[config.mk]
export PLATFORM = sky130hd
export DESIGN_NAME = pcm_ser_out
export DESIGN_NICKNAME = d
export VERILOG_FILES = /design/src/rtl/pcm_ser_out_pkg.sv /design/src/rtl/pcm_ser_out_fifo2.sv /design/src/rtl/pcm_ser_out.sv
export SDC_FILE = /design/constraint.sdc
export NUM_CORES = 1
export LEC_CHECK = 0
export CAP_MARGIN = 20
export CORE_ASPECT_RATIO = 0.5
export CORE_MARGIN = 1.5
export CORE_UTILIZATION = 31
export DETAILED_ROUTE_END_ITERATION = 10
export PLACE_DENSITY = 0.56
export SLEW_MARGIN = 20
export SYNTH_ARGS = -nofsm -noshare
export SYNTH_HDL_FRONTEND = slang
export SYNTH_HIERARCHICAL = 1
export SYNTH_SLANG_ARGS = --single-unit
[constraint.sdc]
create_clock -name clk -period 1.8 [get_ports clk]
set_input_delay 0.27 -clock clk [delete_from_list [all_inputs] [get_ports clk]]
set_output_delay 0.27 -clock clk [all_outputs]
set_load 0.01 [all_outputs]
[src/rtl/pcm_ser_out_pkg.sv]
// Shared definitions for the PCM serial output block: idle codes, FSM states, LAW encoding.
package pcm_ser_out_pkg;

    localparam logic [7:0] IdleMuDefault = 8'hFF;
    localparam logic [7:0] IdleADefault  = 8'hD5;

    typedef enum logic {
        StIdle = 1'b0,
        StRun  = 1'b1
    } state_e;

    typedef enum logic {
        LawMu = 1'b0,
        LawA  = 1'b1
    } law_e;

    function automatic logic [7:0] idle_code(input logic law, input logic [7:0] mu,
                                             input logic [7:0] a);
        return (law == LawA) ? a : mu;
    endfunction

endpackage

[src/rtl/pcm_ser_out_fifo2.sv]
// Two-entry, 8-bit FIFO feeding the serializer; pop of an empty FIFO is ignored (no bypass).
module pcm_fifo2 (
    input  logic       clk,
    input  logic       reset_n,
    input  logic       push,
    input  logic [7:0] wdata,
    input  logic       pop,
    output logic [7:0] rdata,
    output logic [1:0] count,
    output logic       full,
    output logic       empty
);

    logic [7:0] mem_q [2];
    logic       wr_ptr_q, rd_ptr_q;
    logic [1:0] count_q, count_d;
    logic       do_push, do_pop;

    assign full    = (count_q == 2'd2);
    assign empty   = (count_q == 2'd0);
    assign count   = count_q;
    assign rdata   = mem_q[rd_ptr_q];
    assign do_push = push && !full;
    assign do_pop  = pop && !empty;

    always_comb begin
        count_d = count_q;
        unique case ({do_push, do_pop})
            2'b10:   count_d = count_q + 2'd1;
            2'b01:   count_d = count_q - 2'd1;
            default: count_d = count_q;
        endcase
    end

    always_ff @(posedge clk or negedge reset_n) begin
        if (!reset_n) begin
            mem_q[0] <= 8'h00;
            mem_q[1] <= 8'h00;
            wr_ptr_q <= 1'b0;
            rd_ptr_q <= 1'b0;
            count_q  <= 2'd0;
        end else begin
            if (do_push) begin
                mem_q[wr_ptr_q] <= wdata;
                wr_ptr_q        <= ~wr_ptr_q;
            end
            if (do_pop) begin
                rd_ptr_q <= ~rd_ptr_q;
            end
            count_q <= count_d;
        end
    end

endmodule

[src/rtl/pcm_ser_out.sv]
// PCM byte serializer: buffers codewords in a 2-deep FIFO and shifts them out MSB first on
// BIT_EN strobes, with frame sync on the MSB and an idle code substituted on underrun.
module pcm_ser_out
    import pcm_ser_out_pkg::*;
#(
    parameter logic [7:0] IDLE_MU = IdleMuDefault,
    parameter logic [7:0] IDLE_A  = IdleADefault
) (
    input  logic       clk,
    input  logic       reset_n,
    input  logic [7:0] sp,
    input  logic       sp_valid,
    output logic       sp_ready,
    input  logic       law,
    input  logic       bit_en,
    input  logic       clr_err,
    output logic       sdo,
    output logic       fs,
    output logic       underrun
);

    state_e     state_q, state_d;
    logic [7:0] shreg_q, shreg_d;
    logic [2:0] bit_cnt_q, bit_cnt_d;
    logic       fs_q, fs_d;
    logic       underrun_q, underrun_d;

    logic       fifo_push, fifo_pop, fifo_full, fifo_empty;
    logic [7:0] fifo_head;
    logic [1:0] fifo_count;
    logic       load;

    assign sp_ready  = (fifo_count < 2'd2);
    assign fifo_push = sp_valid && !fifo_full;

    pcm_fifo2 u_fifo (
        .clk     (clk),
        .reset_n (reset_n),
        .push    (fifo_push),
        .wdata   (sp),
        .pop     (fifo_pop),
        .rdata   (fifo_head),
        .count   (fifo_count),
        .full    (fifo_full),
        .empty   (fifo_empty)
    );

    // The counter sits at 0 in idle, so the state must gate the first load explicitly.
    assign load = bit_en && ((state_q == StIdle) || (bit_cnt_q == 3'd7));

    always_comb begin
        state_d    = state_q;
        shreg_d    = shreg_q;
        bit_cnt_d  = bit_cnt_q;
        fs_d       = fs_q;
        underrun_d = underrun_q;
        fifo_pop   = 1'b0;

        if (load) begin
            if (!fifo_empty) begin
                shreg_d  = fifo_head;
                fifo_pop = 1'b1;
            end else begin
                shreg_d = idle_code(law, IDLE_MU, IDLE_A);
            end
            bit_cnt_d = 3'd0;
            fs_d      = 1'b1;
            state_d   = StRun;
        end else if (bit_en) begin
            shreg_d   = {shreg_q[6:0], 1'b0};
            bit_cnt_d = bit_cnt_q + 3'd1;
            fs_d      = 1'b0;
        end

        // A new underrun takes priority over a coincident clear.
        if (load && (state_q == StRun) && fifo_empty) begin
            underrun_d = 1'b1;
        end else if (clr_err) begin
            underrun_d = 1'b0;
        end
    end

    always_ff @(posedge clk or negedge reset_n) begin
        if (!reset_n) begin
            state_q    <= StIdle;
            shreg_q    <= 8'h00;
            bit_cnt_q  <= 3'd0;
            fs_q       <= 1'b0;
            underrun_q <= 1'b0;
        end else begin
            state_q    <= state_d;
            shreg_q    <= shreg_d;
            bit_cnt_q  <= bit_cnt_d;
            fs_q       <= fs_d;
            underrun_q <= underrun_d;
        end
    end

    assign sdo      = shreg_q[7];
    assign fs       = fs_q;
    assign underrun = underrun_q;

endmodule

==> key figures, run 1 <==
Logic synthesis
  • Mean Syn Cell Area: 12.27 um^2
  • Post-synth EDFFs: 0
  • Most frequent cells after synthesis: sky130_fd_sc_hd__dfrtp_1, sky130_fd_sc_hd__mux2_2, sky130_fd_sc_hd__inv_1
  • Area share of the leading cell type in the synthesized netlist: 52.92%
  • Part of the Yosys area used for sequential elements: 52.92%
  • Net count after synthesis: 148
  • Most frequent cell after synthesis: sky130_fd_sc_hd__dfrtp_1
  • Yosys synthesis warning count: 6
  • Number of instances in the synthesized netlist: 131
  • Synthesized flop and latch total: 34
  • Leading post-synthesis cells by cell area: sky130_fd_sc_hd__dfrtp_1, sky130_fd_sc_hd__mux2_2, sky130_fd_sc_hd__ha_1
  • Cell area after synthesis: 0.001608 mm^2
  • Cell variety after synth: 33
  • Dominant cell type by area after synthesis: sky130_fd_sc_hd__dfrtp_1
  • Asr flop ratio synth: 100.0%
  • Most frequently used flop master after synthesis: sky130_fd_sc_hd__dfrtp_1

Detailed routing
  • Final WL: 2997 um
  • Top metal layer carrying routed signals: met4
  • Post-route ant nets: 0
  • Routed wl met2: 1298 um
  • Post-Route M1 WL: 1563 um
  • Remaining DRCs: 0
  • Detailed-route wire length per cell: 12.86 um
  • Drt first-iter violations: 31
  • Count of vias placed by the detailed router: 1,048
  • Met3 wire len: 108 um
  • Vias/cell: 4.498
  • Count of TritonRoute iterations in the first routing pass: 4

Setup path
  • Data required, critical path: 1.98 ns
  • Biggest cell delay along the critical path: 0.39 ns
  • Slack of the worst reg-to-reg path: 0.08 ns
  • Type of destination of the critical path: register
  • Critical path destination: u_fifo/count[1]
  • Number of gates on the worst path with buffers counted: 9
  • Data arrival time at the worst-slack endpoint: 1.90 ns
  • Crit path max-delay family: adder cells
  • Cell Chain, Critical Path: ha_2 -> ha_4 -> nor2b_4 -> nor3b_2 -> nor2b_4 -> ha_4 -> xnor2_2 -> nor2_4 -> xor2_1
  • Startpoint type of the worst setup path: register
  • Reg2reg end: u_fifo/count[1]
  • R2r worst-path depth: 9
  • CP Class: register to register
  • Highest fanout seen on the critical path: 2
  • Startpoint of the most critical setup path: bit_cnt_q[0]
  • Slowest-stage cell, CP: sky130_fd_sc_hd__dfrtp_1
  • Source of the worst register-to-register timing path: bit_cnt_q[0]
  • Buffers & Inverters on Critical Path: 0

Pwr
  • Highest ir drop seen on vdd: 0.4909 mV
  • Total Power Consumption: 3120 uW
  • Internal power: 2129 uW
  • Static leakage power: 0.0008717 uW
  • Switching fraction of total power: 31.77%
  • Portion of total power attributed to sequential cells: 41.9%
  • Clock network power share: 18.5%
  • Combinational share of power: 39.6%
  • Power density of the placed cells: 1505 mW/mm^2
  • Psw: 991.2 uW

Final layout
  • Fraction of layout instances using a drive strength above 1: 36.81%
  • Final layout net count: 179
  • Final design utilization: 41.84%
  • Final std cell area, no fill: 0.002073 mm^2
  • Antenna diode count: 0
  • Growth of design area from synthesis to finish: 28.95%
  • Filler cell count: 478
  • FF/Latch Area: 852.1 um^2
  • Total area of multi-input combinational cells: 729.5 um^2

Timing
  • Unrepaired setup endpoints after global routing: false
  • Setup Viol. Count Final: 0
  • Hold Worst Slack: 0.3871 ns
  • Worst-case clock skew: 0.009543 ns
  • Post-layout min period: 1.721 ns
  • Final number of hold-violating endpoints: 0
  • Highest clock frequency the design can meet: 581.1 MHz
  • Final critical-path share of the clock period: 95.60%
  • Relative slew margins: 71.56%
  • Final Slew Violations: 0
  • Worst Tran Pin Value: 0.4266 ns
  • Worst path setup slack after routing: 0.07915 ns

Flow run
  • Max cap viols: 0

Die
  • Chip height: 53.93 um
  • Die area: 0.005654 mm^2
  • Die W: 104.8 um
  • Placeable core area: 0.004955 mm^2
  • Std-Cell Rows: 18
  • Number of top-level pins: 18
  • Starting density of the core: 32.45%

Clock tree
  • Later-pin clock latency in the skew report: 0.29 ns
  • Hold_buf cts: 0
  • Clock Tree Root: sky130_fd_sc_hd__clkbuf_8
  • Clock sink count: 34
  • Clock buffers created by TritonCTS: 5
  • Number of levels in the clock H-tree: 2
  • Clock transition at the registers of the reported paths: 0.07 ns
  • TritonCTS clock tree: done
  • Clock tree buffer depth: 2

GRT
  • Pin count of the biggest net entering global routing: 35
  • Initial antenna violation count: 0
  • GRT Resource Usage Total: 12.36%
  • Number of global-route vias before repair: 1,053
  • Global-route wire length before repair: 5099 um
  • Remaining global-route overflow: 0

Min path
  • Worst min path class: input pin to asynchronous set/reset pin

Placement
  • Placer congestion estimate: 0.7470
  • Cell area after placement: 0.001901 mm^2
  • DPL Wire Length: 2073 um
  • Total of buffers placed on input and output ports: 17
  • Worst setup slack after placement: -0.07940 ns

Status
  • Result of the run: finished, final reports clean
==> through the flow <==
step           instances  TNS [ns]
2_1_floorplan        131         0
3_3_place_gp         222         0
3_5_place_dp         222  -0.07940
4_1_cts              230         0
5_1_grt              233         0
6_report             233         0
==> sequential cells by signal, indices dropped and copies added (netlist names) <==
name	cells
underrun	1
fs	1
bit_cnt_q	3
u_fifo/wr_ptr_q	1
u_fifo/rd_ptr_q	1
u_fifo/count	2
shreg_q	8
u_fifo/mem_q	16
state_q	1
==> power by group through the flow <==
stage | sequential (uW) | clock, uW | combinational [uW]
after global placement | 1300 | 0 | 1140
after detailed placement | 1320 | 0 | 1140
after CTS | 1300 | 592 | 1160
final | 1310 | 578 | 1240
after global routing | 1350 | 629 | 1360
after floorplan | 1240 | 0 | 862
==> per-layer routing <==
| metal | global-route usage, % | vias up |
|---|---|---|
| met5 | 0 | - |
| met4 | 4.110 | 0 |
| met3 | 5.085 | 2 |
| met2 | 17.86 | 11 |
| met1 | 16.80 | 521 |
| li1 | - | 514 |
==> how the worst min path moves through the flow <==
stage / slack (ns) / start / cells after the start / to
5_1_grt: 0.44 / reset_n / 2 / bit_cnt_q[2]
3_3_place_gp: 0.47 / fs / 1 / fs
3_5_place_dp: 0.47 / fs / 1 / fs
4_1_cts: 0.41 / reset_n / 2 / bit_cnt_q[2]
2_1_floorplan: -0.03 / reset_n / 0 / bit_cnt_q[0]
6_report: 0.39 / reset_n / 2 / bit_cnt_q[2]
==> timing repair <==
action                                  CTS  global route
pin swaps                                 0             2
endpoints found under the setup margin    1             1
resized for setup                         4             9
buffers inserted                          0             3
hold endpoints to repair                  0             0
==> logic make-up (layout without fill, tap and decap cells) <==
group,Yosys count,in the layout,synth area share [%]
flops,34,34,52.92
simple gates,31,31,12.92
mux,25,25,17.43
buf+inv,17,49,5.292
compound gates,16,16,6.382
xor+xnor,5,5,2.724
fa+ha+maj,3,3,2.335
==> cell type report <==
type | instances | area share (%)
Sequential cell | 34 | 41.10
Multi-Input combinational cell | 80 | 35.18
Timing Repair Buffer | 31 | 13.28
Tap cell | 70 | 4.224
Clock buffer | 7 | 4.164
Inverter | 10 | 1.810
Clock inverter | 1 | 0.2414
==> cells in the final DEF (no fill, tap or decap), types with 2 or more instances in the layout <==
cell type | Yosys | layout
sky130_fd_sc_hd__dfrtp_1 | 34 | 33
sky130_fd_sc_hd__mux2_2 | 24 | 24
sky130_fd_sc_hd__clkdlybuf4s50_1 | 0 | 17
sky130_fd_sc_hd__buf_4 | 1 | 14
sky130_fd_sc_hd__inv_1 | 9 | 9
sky130_fd_sc_hd__o21ai_0 | 7 | 7
sky130_fd_sc_hd__clkbuf_8 | 0 | 6
sky130_fd_sc_hd__nor2b_1 | 6 | 5
sky130_fd_sc_hd__nor2_1 | 6 | 5
sky130_fd_sc_hd__a311oi_1 | 3 | 3
sky130_fd_sc_hd__nor3_1 | 3 | 3
sky130_fd_sc_hd__o22ai_1 | 3 | 3
sky130_fd_sc_hd__nor2b_4 | 1 | 2
sky130_fd_sc_hd__nor4b_1 | 2 | 2
sky130_fd_sc_hd__nand3_1 | 2 | 2
sky130_fd_sc_hd__ha_4 | 0 | 2
sky130_fd_sc_hd__xnor2_1 | 3 | 2
sky130_fd_sc_hd__xor2_1 | 2 | 2
==> worst register-to-register path: cells and delay by family, from the launching register on <==
kind,cells,cell delay [ns]
AND/OR/NAND/NOR,4,0.38
flip-flops,1,0.39
XOR/XNOR,2,0.32
adder cells (fa/ha/maj),3,0.53
Note: power is estimated with default switching activity, not from simulation.
==> run 2: changes to the inputs <==
Settings changed: RECOVER_POWER set to 25, SKIP_CTS_REPAIR_TIMING set to 1.
==> key figures, run 2 (synthesized netlist as in run 1, its figures left out) <==
Status
  • Result of the run: finished, final reports clean

Setup path
  • Highest fanout seen on the critical path: 2
  • CP Class: register to register
  • Source of the worst register-to-register timing path: bit_cnt_q[0]
  • R2r worst-path depth: 9
  • Type of destination of the critical path: register
  • Reg2reg end: u_fifo/count[1]
  • Startpoint type of the worst setup path: register
  • Slack of the worst reg-to-reg path: 0.05 ns
  • Data required, critical path: 1.97 ns
  • Data arrival time at the worst-slack endpoint: 1.92 ns

Die
  • Die W: 104.8 um
  • Placeable core area: 0.004955 mm^2
  • Starting density of the core: 32.45%
  • Chip height: 53.93 um
  • Die area: 0.005654 mm^2
  • Number of top-level pins: 18
  • Std-Cell Rows: 18

Pwr
  • Power density of the placed cells: 1499 mW/mm^2
  • Total Power Consumption: 3107 uW
  • Highest ir drop seen on vdd: 0.4902 mV
  • Static leakage power: 0.0008767 uW

Clock tree
  • Number of levels in the clock H-tree: 2
  • TritonCTS clock tree: done
  • Clock sink count: 34
  • Clock buffers created by TritonCTS: 5
  • Clock tree buffer depth: 2
  • Later-pin clock latency in the skew report: 0.29 ns
  • Clock transition at the registers of the reported paths: 0.07 ns
  • Clock Tree Root: sky130_fd_sc_hd__clkbuf_8

Timing
  • Final Slew Violations: 0
  • Relative slew margins: 44.16%
  • Worst path setup slack after routing: 0.05085 ns
  • Final critical-path share of the clock period: 97.18%
  • Final number of hold-violating endpoints: 0
  • Worst Tran Pin Value: 0.8376 ns
  • Hold Worst Slack: 0.4816 ns
  • Post-layout min period: 1.749 ns
  • Final sum of negative setup slack: 0 ns
  • Worst-case clock skew: 0.009309 ns
  • Highest clock frequency the design can meet: 571.7 MHz
  • Setup Viol. Count Final: 0

Final layout
  • Antenna diode count: 0
  • Most frequent standard cell in the layout excluding fill and tap cells: sky130_fd_sc_hd__dfrtp_1
  • Growth of design area from synthesis to finish: 28.95%
  • Final design utilization: 41.84%
  • Final layout net count: 180
  • Fraction of layout instances using a drive strength above 1: 37.20%
  • Flip-flop count of the largest register after layout: 16
  • Highest-count cells in the layout ignoring fill and taps: sky130_fd_sc_hd__dfrtp_1, sky130_fd_sc_hd__mux2_2, sky130_fd_sc_hd__clkdlybuf4s50_1
  • Registers with the highest flip-flop counts: u_fifo/mem_q x16, shreg_q x8, bit_cnt_q x3
  • Register with the highest flop count: u_fifo/mem_q

Placement
  • Total of buffers placed on input and output ports: 17
  • DPL Wire Length: 2073 um
  • Worst setup slack after placement: -0.07940 ns
  • Placer congestion estimate: 0.7470

Detailed routing
  • Drt first-iter violations: 37
  • Remaining DRCs: 0
  • Post-route ant nets: 0
  • Detailed-route wire length per cell: 13.04 um
  • Count of TritonRoute iterations in the first routing pass: 4
  • Vias/cell: 4.466
  • Final WL: 3051 um
  • Count of vias placed by the detailed router: 1,045

GRT
  • Initial antenna violation count: 0
  • GRT Resource Usage Total: 12.39%
  • Pin count of the biggest net entering global routing: 35
  • Remaining global-route overflow: 0
  • Number of global-route vias before repair: 1,054
  • Global-route wire length before repair: 5112 um

Min path
  • Worst min path class: register to register
  • Worst min-delay path startpoint: fs
  • Hold Crit Endpoint: fs
  • Worst Hold Path Cells: 1

Flow run
  • Max cap viols: 0
-- run 2: changes by cell type in the layout (fill, tap and decap cells not counted), sizes merged --
cell / change
clkbuf: +1
dlygate4sd3: +1
clkdlybuf4s50: -1
-- run 2: power breakdown --
| group | leakage [uW] | switching, uW | internal (uW) |
|---|---|---|---|
| registers | 0.000404 | 217 | 1090 |
| clock network | 0.0000482 | 270 | 308 |
| logic | 0.000424 | 498 | 724 |
| total | 0.000877 | 985 | 2120 |
-- run 2: how the worst max path moves through the flow --
stage                       from         endpoint  slack, ns  depth (start not counted)
floorplan           bit_cnt_q[0]  u_fifo/count[1]       0.02                          8
global placement          bit_en  u_fifo/count[1]      0.002                          6
detailed placement        bit_en  u_fifo/count[1]      -0.08                          6
CTS                 bit_cnt_q[1]  u_fifo/count[1]      -0.09                          8
global route        bit_cnt_q[0]  u_fifo/count[1]      -0.04                          9
finish              bit_cnt_q[0]  u_fifo/count[1]       0.05                          9
-- run 2: critical path, stage by stage, from the launching register on --
cell,delay (ns)
sky130_fd_sc_hd__dfrtp_1,0.36
sky130_fd_sc_hd__ha_2,0.20
sky130_fd_sc_hd__ha_4,0.15
sky130_fd_sc_hd__nor2b_4,0.04
sky130_fd_sc_hd__nor3b_2,0.21
sky130_fd_sc_hd__nor2b_4,0.20
sky130_fd_sc_hd__ha_4,0.15
sky130_fd_sc_hd__xnor2_2,0.11
sky130_fd_sc_hd__nor2_2,0.06
sky130_fd_sc_hd__xor2_1,0.16
-- run 2: through the flow --
stage          cells  instance area (um^2)
2_1_floorplan    131                  1608
3_3_place_gp     222                  1901
3_5_place_dp     222                  1901
4_1_cts          230                  1992
5_1_grt          234                  2073
6_report         234                  2073
-- run 2: layer usage --
| metal | vias to the layer above | share of wire, % | track usage [%] |
|---|---|---|---|
| met1 | 517 | 52 | 16.88 |
| met4 | 0 | 0.88 | 4.110 |
| met2 | 11 | 44 | 17.86 |
| li1 | 515 | - | - |
| met5 | - | 0 | 0 |
| met3 | 2 | 3.4 | 5.085 |
-- run 2: area by class of cell --
type                       count  area, um^2
sequential                    34       852.1
multi-input combinational     80       724.4
timing repair buffer          32       280.3
inverter                      10       37.54
clock inverter                 1       5.005
fill                         480        2882
clock buffer                   7       86.33
tap                           70       87.58
